`config.mk`:
```
export PLATFORM = sky130hd
export DESIGN_NAME = ahb_regfile_slave
export DESIGN_NICKNAME = d
export VERILOG_FILES = /design/src/rtl/ahb_pkg.sv /design/src/rtl/ahb_slave_resp_fsm.sv /design/src/rtl/ahb_regfile_slave.sv
export SDC_FILE = /design/constraint.sdc
export NUM_CORES = 1
export LEC_CHECK = 0
export BUFFER_PORTS_ARGS = -buffer_cell sky130_fd_sc_hd__buf_2
export CAP_MARGIN = 20
export CORE_MARGIN = 2
export CORE_UTILIZATION = 25
export CTS_CLUSTER_SIZE = 40
export DETAILED_ROUTE_END_ITERATION = 6
export PLACE_DENSITY = 0.47
export RECOVER_POWER = 25
export SKIP_CTS_REPAIR_TIMING = 1
export SYNTH_ARGS = -nofsm -noshare
export SYNTH_HDL_FRONTEND = slang
export SYNTH_SLANG_ARGS = --single-unit
```
`constraint.sdc`:
```
create_clock -name clk -period 3.1 [get_ports clk]
set_input_delay 0.155 -clock clk [delete_from_list [all_inputs] [get_ports clk]]
set_output_delay 0.155 -clock clk [all_outputs]
set_load 0.01 [all_outputs]
```
`src/rtl/ahb_pkg.sv`:
```
// Shared AHB-Lite types and constants for the register-file slave and its response FSM.
package ahb_pkg;

   typedef enum logic [1:0] {
      HTRANS_IDLE   = 2'b00,
      HTRANS_BUSY   = 2'b01,
      HTRANS_NONSEQ = 2'b10,
      HTRANS_SEQ    = 2'b11
   } htrans_t;

   typedef enum logic [2:0] {
      HSIZE_BYTE = 3'b000,
      HSIZE_HALF = 3'b001,
      HSIZE_WORD = 3'b010
   } hsize_t;

   localparam logic HRESP_OKAY  = 1'b0;
   localparam logic HRESP_ERROR = 1'b1;

   typedef enum logic [2:0] {
      ST_IDLE = 3'd0,
      ST_WAIT = 3'd1,
      ST_DATA = 3'd2,
      ST_ERR1 = 3'd3,
      ST_ERR2 = 3'd4
   } state_t;

   // Byte lanes touched by an aligned access of the given size at the given lane.
   function automatic logic [3:0] lane_mask(input logic [2:0] size, input logic [1:0] lane);
      logic [3:0] mask;
      case (size)
         HSIZE_BYTE: mask = 4'b0001 << lane;
         HSIZE_HALF: mask = 4'b0011 << lane;
         HSIZE_WORD: mask = 4'b1111;
         default:    mask = 4'b0000;
      endcase
      return mask;
   endfunction

endpackage

```
`src/rtl/ahb_slave_resp_fsm.sv`:
```
// AHB-Lite slave response FSM: acceptance, error checks, wait-state counter,
// captured address phase and the write-commit / read-active strobes.
module ahb_slave_resp_fsm
   import ahb_pkg::*;
#(
   parameter  int DEPTH       = 64,
   parameter  int WAIT_STATES = 0,
   localparam int AW          = $clog2(DEPTH)
) (
   input  logic          clk,
   input  logic          rst_n,
   input  logic          hsel,
   input  logic          hready,
   input  logic [1:0]    htrans,
   input  logic [31:0]   haddr,
   input  logic          hwrite,
   input  logic [2:0]    hsize,
   output logic          hreadyout,
   output logic          hresp,
   output logic          wr_commit,
   output logic          rd_active,
   output logic [AW-1:0] addr_q,
   output logic [2:0]    size_q
);

   state_t          state_r;
   logic [2:0]      cnt_r;
   logic            write_r;
   logic [AW-1:0]   addr_r;
   logic [2:0]      size_r;
   logic            hreadyout_r;
   logic            hresp_r;
   logic            accept_s;
   logic            err_s;

   // Transfer acceptance and address-phase error classification.
   always_comb begin
      accept_s = 1'b0;
      err_s    = 1'b0;
      if (hsel && hready && ((htrans == HTRANS_NONSEQ) || (htrans == HTRANS_SEQ))) begin
         accept_s = 1'b1;
      end else begin
         accept_s = 1'b0;
      end
      err_s = (hsize > HSIZE_WORD)
           || ((hsize == HSIZE_HALF) && haddr[0])
           || ((hsize == HSIZE_WORD) && (haddr[1:0] != 2'b00))
           || ((haddr >> AW) != 32'd0);
   end

   // Response FSM; HREADYOUT/HRESP are registered from the next state.
   always_ff @(posedge clk or negedge rst_n) begin
      if (!rst_n) begin
         state_r     <= ST_IDLE;
         cnt_r       <= 3'd0;
         write_r     <= 1'b0;
         addr_r      <= {AW{1'b0}};
         size_r      <= 3'd0;
         hreadyout_r <= 1'b1;
         hresp_r     <= HRESP_OKAY;
      end else begin
         case (state_r)
            ST_IDLE, ST_DATA, ST_ERR2: begin
               if (accept_s) begin
                  addr_r  <= haddr[AW-1:0];
                  write_r <= hwrite;
                  size_r  <= hsize;
                  if (err_s) begin
                     state_r     <= ST_ERR1;
                     hreadyout_r <= 1'b0;
                     hresp_r     <= HRESP_ERROR;
                  end else if (WAIT_STATES == 0) begin
                     state_r     <= ST_DATA;
                     hreadyout_r <= 1'b1;
                     hresp_r     <= HRESP_OKAY;
                  end else begin
                     state_r     <= ST_WAIT;
                     cnt_r       <= 3'(WAIT_STATES - 1);
                     hreadyout_r <= 1'b0;
                     hresp_r     <= HRESP_OKAY;
                  end
               end else begin
                  state_r     <= ST_IDLE;
                  hreadyout_r <= 1'b1;
                  hresp_r     <= HRESP_OKAY;
               end
            end
            ST_WAIT: begin
               hresp_r <= HRESP_OKAY;
               if (cnt_r == 3'd0) begin
                  state_r     <= ST_DATA;
                  hreadyout_r <= 1'b1;
               end else begin
                  cnt_r       <= cnt_r - 3'd1;
                  hreadyout_r <= 1'b0;
               end
            end
            ST_ERR1: begin
               state_r     <= ST_ERR2;
               hreadyout_r <= 1'b1;
               hresp_r     <= HRESP_ERROR;
            end
            default: begin
               state_r     <= ST_IDLE;
               hreadyout_r <= 1'b1;
               hresp_r     <= HRESP_OKAY;
            end
         endcase
      end
   end

   assign hreadyout = hreadyout_r;
   assign hresp     = hresp_r;
   assign wr_commit = (state_r == ST_DATA) && write_r;
   assign rd_active = ((state_r == ST_WAIT) || (state_r == ST_DATA)) && !write_r;
   assign addr_q    = addr_r;
   assign size_q    = size_r;

endmodule

```
`src/rtl/ahb_regfile_slave.sv`:
```
// AHB-Lite byte-addressed register-file slave with wait states, lane steering
// and two-cycle ERROR responses.
module ahb_regfile_slave
   import ahb_pkg::*;
#(
   parameter int DEPTH       = 64,
   parameter int WAIT_STATES = 0
) (
   input  logic        clk,
   input  logic        rst_n,
   input  logic        HSEL,
   input  logic [31:0] HADDR,
   input  logic [1:0]  HTRANS,
   input  logic        HWRITE,
   input  logic [2:0]  HSIZE,
   input  logic [31:0] HWDATA,
   input  logic        HREADY,
   output logic [31:0] HRDATA,
   output logic        HREADYOUT,
   output logic        HRESP
);

   localparam int AW = $clog2(DEPTH);

   logic [7:0]    mem_r [DEPTH];
   logic          wr_commit_s;
   logic          rd_active_s;
   logic [AW-1:0] addr_s;
   logic [AW-1:0] base_s;
   logic [2:0]    size_s;
   logic [3:0]    mask_s;
   logic [31:0]   rdata_s;

   ahb_slave_resp_fsm #(
      .DEPTH       (DEPTH),
      .WAIT_STATES (WAIT_STATES)
   ) u_fsm (
      .clk       (clk),
      .rst_n     (rst_n),
      .hsel      (HSEL),
      .hready    (HREADY),
      .htrans    (HTRANS),
      .haddr     (HADDR),
      .hwrite    (HWRITE),
      .hsize     (HSIZE),
      .hreadyout (HREADYOUT),
      .hresp     (HRESP),
      .wr_commit (wr_commit_s),
      .rd_active (rd_active_s),
      .addr_q    (addr_s),
      .size_q    (size_s)
   );

   // Word base of the captured address and the lanes the access covers.
   always_comb begin
      base_s = addr_s & ~(AW'(2'd3));
      mask_s = lane_mask(size_s, addr_s[1:0]);
   end

   // Byte storage; only the addressed lanes change on the final data-phase cycle.
   always_ff @(posedge clk or negedge rst_n) begin
      if (!rst_n) begin
         for (int i = 0; i < DEPTH; i++) begin
            mem_r[i] <= 8'd0;
         end
      end else if (wr_commit_s) begin
         for (int n = 0; n < 4; n++) begin
            if (mask_s[n]) begin
               mem_r[base_s | AW'(n)] <= HWDATA[8*n +: 8];
            end
         end
      end
   end

   // Read lanes: addressed bytes during a read data phase, zero otherwise.
   always_comb begin
      rdata_s = 32'd0;
      for (int n = 0; n < 4; n++) begin
         if (rd_active_s && mask_s[n]) begin
            rdata_s[8*n +: 8] = mem_r[base_s | AW'(n)];
         end else begin
            rdata_s[8*n +: 8] = 8'd0;
         end
      end
   end

   assign HRDATA = rdata_s;

endmodule

```
Yosys cells after proc, flatten, opt, wreduce, memory -nomap -nowiden
Cells that the tools add are included.
{ "totals": {"rom_bits": 0, "latch_bits": 0, "ram_bits": 0, "in_bits": 74, "n_memories": 0, "out_inout_bits": 34, "wordCells": 175, "reg_bits": 530} }
{ "classes": {"n_addsub": 1, "n_mux": 48, "bitwise": 5, "shift": 2, "eq_ne": 11, "n_mul": 0, "order_cmp": 9, "n_reduce_logical": 28, "n_div": 0} }
{ "op_table": {"columns": ["cell", "count"], "rows": [
  ["512-bit 2-to-1 mux", 7],
  ["512-bit bitwise mux", 4],
  ["8-bit binary-select mux with 6-bit select", 4],
  ["8-bit demux with 6-bit select", 4],
  ["8-bit 2-to-1 mux", 16],
  ["32-bit nonzero test", 1],
  ["7-bit greater-or-equal comparator (second input constant)", 4],
  ["7-bit by 1-bit less-than comparator with 1-bit output (second input constant)", 4],
  ["6-bit NOT with 7-bit output", 4],
  ["1-bit logical AND", 14],
  ["3-bit by 2-bit == test with 1-bit output (second input constant)", 4],
  ["4-bit case mux with 3 select lines", 1],
  ["3-bit by 1-bit == test with 1-bit output (second input constant)", 3],
  ["3-bit zero test", 3],
  ["3-bit case mux with 3 select lines", 1],
  ["1-bit 2-to-1 mux", 7],
  ["1-bit logical OR", 5],
  ["2-bit == test (second input constant)", 2],
  ["1-bit case mux with 2 select lines", 2],
  ["2-bit AND reduction", 2],
  ["1-bit by 2-bit left shift with 4-bit output (first input constant)", 1],
  ["2-bit by 2-bit left shift with 4-bit output (first input constant)", 1],
  ["3-bit == test (second input constant)", 1],
  ["3-bit by 2-bit > comparator with 1-bit output (second input constant)", 1],
  ["8 further kinds", 8]
]} }

Depth between registers and ports, before layout
Gate-level depths: netlist of run 1.
{ "logic_depth": {"word_depth": 16, "depth_mapped": 7, "depth_no_buf": 6} }

Modules after synthesis
Synthesis of run 1 repeated with hierarchy kept, for this count alone.
{ "hier_totals": {"cells_unflattened": 1557, "hier_area_um2": 24338.3} }
{ "by_module_without_submodules": {"columns": ["module", "cells_per_inst", "area_each_um2", "seq_area_each_um2", "n_inst"], "rows": [
  ["ahb_regfile_slave", 1492, 23487.5, 12812.3, 1],
  ["ahb_slave_resp_fsm", 65, 850.8, 451.7, 1]
]} }

Least setup slack after synthesis of run 1
OpenSTA, ideal clock, no wires.
{ "synth_path": {"path_type": "flip-flop to output port", "from": "reg u_fsm.addr_r[2], in the netlist u_fsm.addr_q[2]", "to": "out HRDATA[5]", "slack_ns": 1.058, "path_buffers": 3, "t_required_ns": 2.945, "t_arrival_ns": 1.887, "path_stages_with_launch": 7, "cell_sequence": "dfrtp_1 buf_2 buf_2 buf_2 mux4_2 a22oi_1 a21oi_1"} }
{ "synth_via": {"elab_chain_cells": 5} }
{ "synth_rtl": {"columns": ["item", "line", "rtl"], "rows": [
  ["start, declared", "ahb_slave_resp_fsm.sv:29", "logic [AW-1:0] addr_r;"],
  ["start signal, assigned", "ahb_slave_resp_fsm.sv:57", "addr_r <= {AW{1'b0}};"],
  ["start signal, assigned", "ahb_slave_resp_fsm.sv:65", "addr_r <= haddr[AW-1:0];"],
  ["6-bit NOT with 7-bit output (implied by the code)", "ahb_regfile_slave.sv:80", "rdata_s[8*n +: 8] = mem_r[base_s | AW'(n)];"],
  ["8-bit binary-select mux with 6-bit select", "ahb_regfile_slave.sv:80", null],
  ["8-bit 2-to-1 mux (implied by the code) (2 in a row)", "ahb_regfile_slave.sv:80", null],
  ["8-bit 2-to-1 mux", "ahb_regfile_slave.sv:79", "if (rd_active_s && mask_s[n]) begin"],
  ["end, declared", "ahb_regfile_slave.sv:18", "output logic [31:0] HRDATA,"]
]} }
Every way passes these cells. The select of a mux whose other input is x is not followed.

Worst setup path in the final report of run 1
{ "layout_path": {"from": "reg u_fsm.addr_r[4], in the netlist u_fsm.addr_q[4]", "to": "out HRDATA[26]"} }
Same word-level chain as after synthesis.

==> results of run 1 <==
[worst paths after layout]
kind / endpoint / slack (ps) / depth (start not counted)
worst min-delay path: mem_r[281] / -10 / 2
worst min register to register: u_fsm.cnt_r[0] / 470 / 1
worst max-delay path: HRDATA[26] / 130 / 5
min in group asynchronous: mem_r[501] / 910 / 2
max in group asynchronous: mem_r[311] / 600 / 3
worst max register to register: mem_r[123] / 270 / 4
[synth_stat cells (11+ instances only)]
master,number
mux4_2,126
nand2_1,27
dfrtp_1,529
nor2_2,42
buf_2,31
mux2_2,503
mux2_1,18
nor2b_1,11
mux2i_1,59
a211oi_1,14
clkbuf_1,52
o22ai_1,24
[per-layer routing]
layer,vias to the layer above,GRT usage,routed length [µm]
li1,6096,-,-
met1,7589,0.181,29900
met2,248,0.209,30500
met3,94,0.0210,2640
met4,2,0.0320,1320
met5,-,0,16
[state kept, by name, indices dropped and copies added (netlist names)]
| signal | flops |
|---|---|
| u_fsm.cnt_r | 3 |
| u_fsm.hreadyout | 1 |
| u_fsm.write_r | 1 |
| u_fsm.hresp | 1 |
| u_fsm.size_q | 3 |
| u_fsm.addr_q | 6 |
| u_fsm.state_r | 3 |
| mem_r | 512 |
[kinds of logic (layout without fill, tap and decap cells)]
| group | after synthesis | count (layout) | share of synthesized area |
|---|---|---|---|
| mux | 706 | 706 | 0.384 |
| buf+inv | 98 | 311 | 0.0171 |
| flops | 530 | 530 | 0.547 |
| fa+ha+maj | 2 | 2 | 0.00103 |
| xor+xnor | 2 | 2 | 0.000723 |
| compound gates | 60 | 60 | 0.0167 |
| other cells | 0 | 3 | 0 |
| simple gates | 132 | 132 | 0.0334 |
[power breakdown]
part           total [mW]  switching [mW]  internal (mW)
sequential           7.92           0.388           7.53
combinational        2.91            1.40           1.51
clock                7.23            2.88           4.35
[cell type report]
type                       count  area, µm²  area share
inverter                       5       18.8    0.000646
sequential                   530      13300       0.457
multi-input combinational    902      10700       0.367
antenna                        3       7.51    0.000258
timing repair buffer         193       1460      0.0502
clock inverter                17        219     0.00754
tap                         1276       1600      0.0549
clock buffer                  96       1830      0.0629
[cells in the final DEF, fill, tap and decap left out, types with 3 or more instances in the layout]
cell	count
clkbuf_2	3
buf_4	49
buf_12	15
dfrtp_4	3
diode_2	3
o22ai_2	9
nor2_2	42
a21oi_1	3
clkinv_2	10
clkbuf_16	60
mux2_1	18
a211oi_1	13
clkinv_8	3
nand4b_1	4
inv_1	4
o21ai_0	3
o21a_1	3
bufinv_16	4
clkbuf_8	19
nor2_1	4
nand2_1	27
nand4_1	9
dfrtp_1	525
dlygate4sd3_1	17
mux2_2	503
or2_2	6
mux2i_1	58
nor4b_2	3
clkbuf_1	17
mux4_2	126
o22ai_1	15
nor2b_1	11
buf_2	105
nor4_1	8
[metrics by stage]
step,std cells,power [mW],hold WS [ps],area (µm²),util
2_1_floorplan,1530,9.89,-141,24200,-
3_3_place_gp,2882,10.8,251,26700,0.276
3_5_place_dp,2882,10.9,261,26700,0.276
4_1_cts,2995,18.3,-431,28700,0.298
5_1_grt,3019,18.9,3.60,29100,0.301
6_report,3022,18.1,-9.97,29100,0.301
==> out/qor.csv, run 1 <==
stage,metric,value,unit
run_status,status,finished with violations,
run_status,violations,"hold timing, capacitance limit, slew limit",
cts,clock_path_buffers,3,
pwr,power.leakage,12.9,nW
yosys,async_flop_share,1.00,
place,hpwlAfterDp,41700,µm
yosys,syn-num-nets,1606,
cts,clkSlewWorstSetupHoldPaths,60,ps
routing,finalWirelength,64400,µm
critical_path,start_kind,register,
global_route,grt_use_total,0.129,
sta,whs,-9.97,ps
critical_path,cp_max_fo,17,
routing,num_vias,14000,
cts,htree_num_levels,2,
floorplanning,start_util,0.251,
yosys,synthFlopType,dfrtp_1,
critical_path,crit_required,2940,ps
cts,insertion_delay,630,ps
yosys,synthCells,1530,
yosys,synth_area_leaders,"dfrtp_1 55%, mux2_2 23%, mux4_2 12%",
yosys,yosysTopAreaCell,dfrtp_1,
floorplanning,dieArea,99400,µm²
critical_path,cp_cell_sequence,nor4_2 -> buf_4 -> nand2_1 -> o22ai_2 -> buf_2,
critical_path,crit_family,simple AND/OR/NAND/NOR gates,
floorplanning,die_h,315,µm
worst_hold_path,min_from,HWDATA[1],
sta,layout_setup_ws,132,ps
sta,relSlewSlack,-0.781,
sta,fin_crit,2970,ps
sta,rsz0062_at_grt,true,
cts,cts_buffers,60,
yosys,synth_cell_types,48,
routing,vias_per_cell,4.64,
yosys,synth_seq_area_share,0.547,
critical_path,setup.worst_path.start,u_fsm.addr_q[4],
yosys,syn_avg_cell_area,15.8,µm²
routing,ant_nets,0,
sta,setup_violations,0,
yosys,synthesis.area,24200,µm²
cts,cts_tree,yes,
sta,finalMaxSlewViolations,80,
flow_run,max_cap_violations,1,
global_route,grt_first_pass_wirelength,97300,µm
pwr,vdd_drop_max,457,µV
place,dp_slack,186,ps
sta,hold_viol_final,5,
floorplanning,die_w,315,µm
critical_path,max_stage_delay,570,ps
critical_path,path_buf_inv,2,
yosys,synth_edf_count,0,
yosys,synth.top_cell.area_share,0.546,
layout,drive_gt1_frac,0.561,
global_route,grt_overflow,0,
layout,syn2layout_area_growth,19.9,%
global_route,antenna_found_initial,2,
critical_path,crit_type,reg2out,
floorplanning,std_cell_rows,114,
global_route,grt_pass1_vias,15100,
sta,fin_skew,32.7,ps
yosys,ys_ff_latch,530,
sta,setup-tns-final,0,ps
critical_path,reg2reg_from,u_fsm.state_r[2],
global_route,grt_max_degree,87,
yosys,yosys_warnings,0,
sta,worst_pin_slew,2670,ps
floorplanning,core,96400,µm²
routing,drt_iter0_drc,593,
cts,cts_sinks,530,
sta,fmax,337,MHz
pwr,powerDensity,621,nW/µm²
cts,root_buffer,clkbuf_16,
critical_path,endpoint_kind,primary output,
layout,finalNetCount,1768,
place,gp_congestion,0.730,
worst_hold_path,hp-class,in2reg,
sta,min_period_over_period,0.957,
place,io_buffers,106,
floorplanning,ios,108,
critical_path,arrival,2810,ps
routing,drc,0,
layout,fill_cells,9618,
routing,wire_per_inst,21.3,µm
critical_path,crit_slowest_cell,dfrtp_2,
routing,drt_first_pass_iters,5,
(Power assumes the default switching activity.)
==> inputs of run 2 (changes only) <==
--- a/config.mk
+++ b/config.mk
@@ -5,6 +5,7 @@
 export SDC_FILE = /design/constraint.sdc
 export NUM_CORES = 1
 export LEC_CHECK = 0
+export ABC_AREA = 1
 export BUFFER_PORTS_ARGS = -buffer_cell sky130_fd_sc_hd__buf_2
 export CAP_MARGIN = 20
 export CORE_MARGIN = 2
==> run 2 against run 1 <==
  * The run still ends with hold timing, capacitance limit, slew limit left
  * Flip-flop and latch count unchanged
  * First-iteration DRC count grew to 2.7 times the previous value
  * Hold slack lost 25 ps
  * Sequential share of layout area fell by 1.4 points
==> out/qor.csv, run 2 <==
stage,metric,value,unit
global_route,grt_first_pass_wirelength,128000,µm
worst_hold_path,min_from,HADDR[6],
cts,cts_buffers,60,
yosys,yosysTopAreaCell,dfrtp_1,
routing,drt_iter0_drc,1600,
floorplanning,die_h,324,µm
sta,min_period_over_period,0.969,
run_status,violations,"hold timing, capacitance limit, slew limit",
critical_path,arrival,2850,ps
critical_path,start_kind,register,
cts,root_buffer,clkbuf_16,
layout,final_common_cell,nand2_1,
yosys,ys_top_cells_by_count,"1,491 x nand2_1, 529 x dfrtp_1, 523 x o21ai_0, 280 x nor2_1, 271 x inv_1",
yosys,synth_area_leaders,"dfrtp_1 52%, nand2_1 22%, o21ai_0 10%",
place,gp_congestion,0.755,
sta,whs,-35.1,ps
global_route,grt_pass1_vias,21200,
place,io_buffers,106,
critical_path,crit_type,reg2out,
yosys,synthCells,3534,
worst_hold_path,hold_depth,8,
floorplanning,core,102000,µm²
pwr,total_power,20.2,mW
critical_path,cp_max_fo,104,
place,dpl_cell_area,27800,µm²
pwr,powerDensity,673,nW/µm²
floorplanning,std_cell_rows,117,
yosys,synth_most_common_cell,nand2_1,
global_route,grt_max_degree,105,
routing,drt_first_pass_iters,5,
flow_run,max_cap_violations,2,
cts,clkSlewWorstSetupHoldPaths,60,ps
critical_path,crit_required,2940,ps
floorplanning,ios,108,
sta,setup_violations,0,
cts,cts_tree,yes,
yosys,synthFlopType,dfrtp_1,
yosys,syn-num-nets,3610,
global_route,grt_use_total,0.156,
floorplanning,die_w,324,µm
layout,finalNetCount,3649,
critical_path,max_stage_delay,580,ps
sta,hold_viol_final,1,
routing,wl_met1,38000,µm
global_route,grt_overflow,0,
global_route,antenna_found_initial,2,
layout,stdcell_area,30000,µm²
layout,final_cell_mix,"1,490 x nand2_1, 527 x dfrtp_1, 523 x o21ai_0",
cts,clock_path_buffers,3,
routing,wl_met3,2800,µm
routing,num_vias,21900,
routing,wire_per_inst,16.3,µm
routing,drc,0,
layout,top_register,mem_r,
yosys,async_flop_share,1.00,
yosys,synth_seq_area_share,0.517,
cts,insertion_delay,640,ps
critical_path,endpoint_kind,primary output,
yosys,syn_avg_cell_area,7.26,µm²
yosys,synth_edf_count,0,
routing,ant_nets,0,
place,hpwlAfterDp,50600,µm
yosys,synth.top_cell.area_share,0.516,
critical_path,cp_cell_sequence,buf_12 -> nor2_1 -> o21ai_0 -> nand2_1 -> nand2_1 -> nand3_1 -> nor2_1 -> buf_2,
routing,maxUsedRoutingLayer,met5,
critical_path,reg2reg_from,u_fsm.state_r[2],
floorplanning,start_util,0.252,
sta,finalMaxSlewViolations,71,
yosys,yosys_warnings,0,
yosys,synthesis.area,25600,µm²
sta,relSlewSlack,-0.310,
pwr,power.leakage,16.4,nW
critical_path,crit_slowest_cell,dfrtp_4,
run_status,status,finished with violations,
routing,finalWirelength,81200,µm
sta,fin_crit,3000,ps
layout,largest_reg_flops,512,
worst_hold_path,hp-class,in2reg,
routing,vias_per_cell,4.39,
layout,syn2layout_area_growth,16.9,%
critical_path,setup.worst_path.start,u_fsm.addr_q[2],
routing,wl_met2,38500,µm
pwr,vdd_drop_max,408,µV
sta,worst_pin_slew,1970,ps
critical_path,rr_worst_depth,8,
floorplanning,dieArea,105000,µm²
sta,fin_skew,16.1,ps
layout,diodes,0,
sta,setup-tns-final,0,ps
cts,cts_sinks,530,
yosys,synth_cell_types,25,
yosys,ys_ff_latch,530,
sta,fmax,333,MHz
layout,drive_gt1_frac,0.0823,
cts,htree_num_levels,2,
sta,rsz0062_at_grt,true,
## run 2: cell types whose count changed after synthesis, moves of 126 or more
cell	before	now
nand3_1	4	159
nor2_1	4	280
nand2_1	27	1491
o21ai_0	3	523
mux2_2	503	0
inv_1	4	271
mux4_2	126	0
## run 2: cell families (layout without fill, tap and decap cells)
kind of cell	Yosys count	count (layout)	share of synthesized area
simple gates	1953	1953	0.296
compound gates	559	559	0.111
flops	530	530	0.517
buf+inv	489	575	0.0748
fa+ha+maj	2	2	0.000976
xor+xnor	1	1	0.000342
## run 2: path summary, 6_finish.rpt
kind	endpoint	slack, ps
setup reg to reg	mem_r[132]	330
hold reg to reg	u_fsm.cnt_r[0]	470
setup / recovery	HRDATA[16]	100
min in group asynchronous	mem_r[434]	140
max in group asynchronous	mem_r[251]	500
hold / removal	u_fsm.hreadyout	-40
## run 2: worst max-delay path, delay by kind of cell (launching register included)
kind,cells,cell delay (ps)
buf+inv,2,640
simple gates,5,610
compound gates,1,320
flops,1,580
## run 2: power by group
| part | total (mW) | switching [mW] | internal, mW |
|---|---|---|---|
| Sequential | 8.65 | 0.604 | 8.05 |
| Combinational | 3.95 | 2.67 | 1.28 |
| Clock | 7.57 | 3.03 | 4.55 |
| Total | 20.2 | 6.30 | 13.9 |
## run 2: cell type report
class,instances,area [µm²]
Fill cell,11100,71800
Timing Repair Buffer,192,1360
Clock buffer,90,1840
Clock inverter,19,250
Multi-Input combinational cell,2515,10500
Tap cell,1368,1710
Sequential cell,530,13300
Inverter,274,1050
## run 2: through the flow
stage	worst slack, ps	hold WS [ps]	cells	util
after floorplan	1210	-141	3534	-
after global placement	17.5	278	4865	0.273
after detailed placement	-35.4	269	4865	0.273
after CTS	-55.4	-417	4974	0.294
after global routing	-48.0	1.60	4988	0.295
final	95.7	-35.1	4988	0.295
## run 2: routing by layer
| layer | vias up | track usage |
|---|---|---|
| met5 | - | 0 |
| met1 | 10400 | 0.211 |
| li1 | 11000 | - |
| met2 | 348 | 0.263 |
| met3 | 106 | 0.0156 |
| met4 | 4 | 0.0444 |
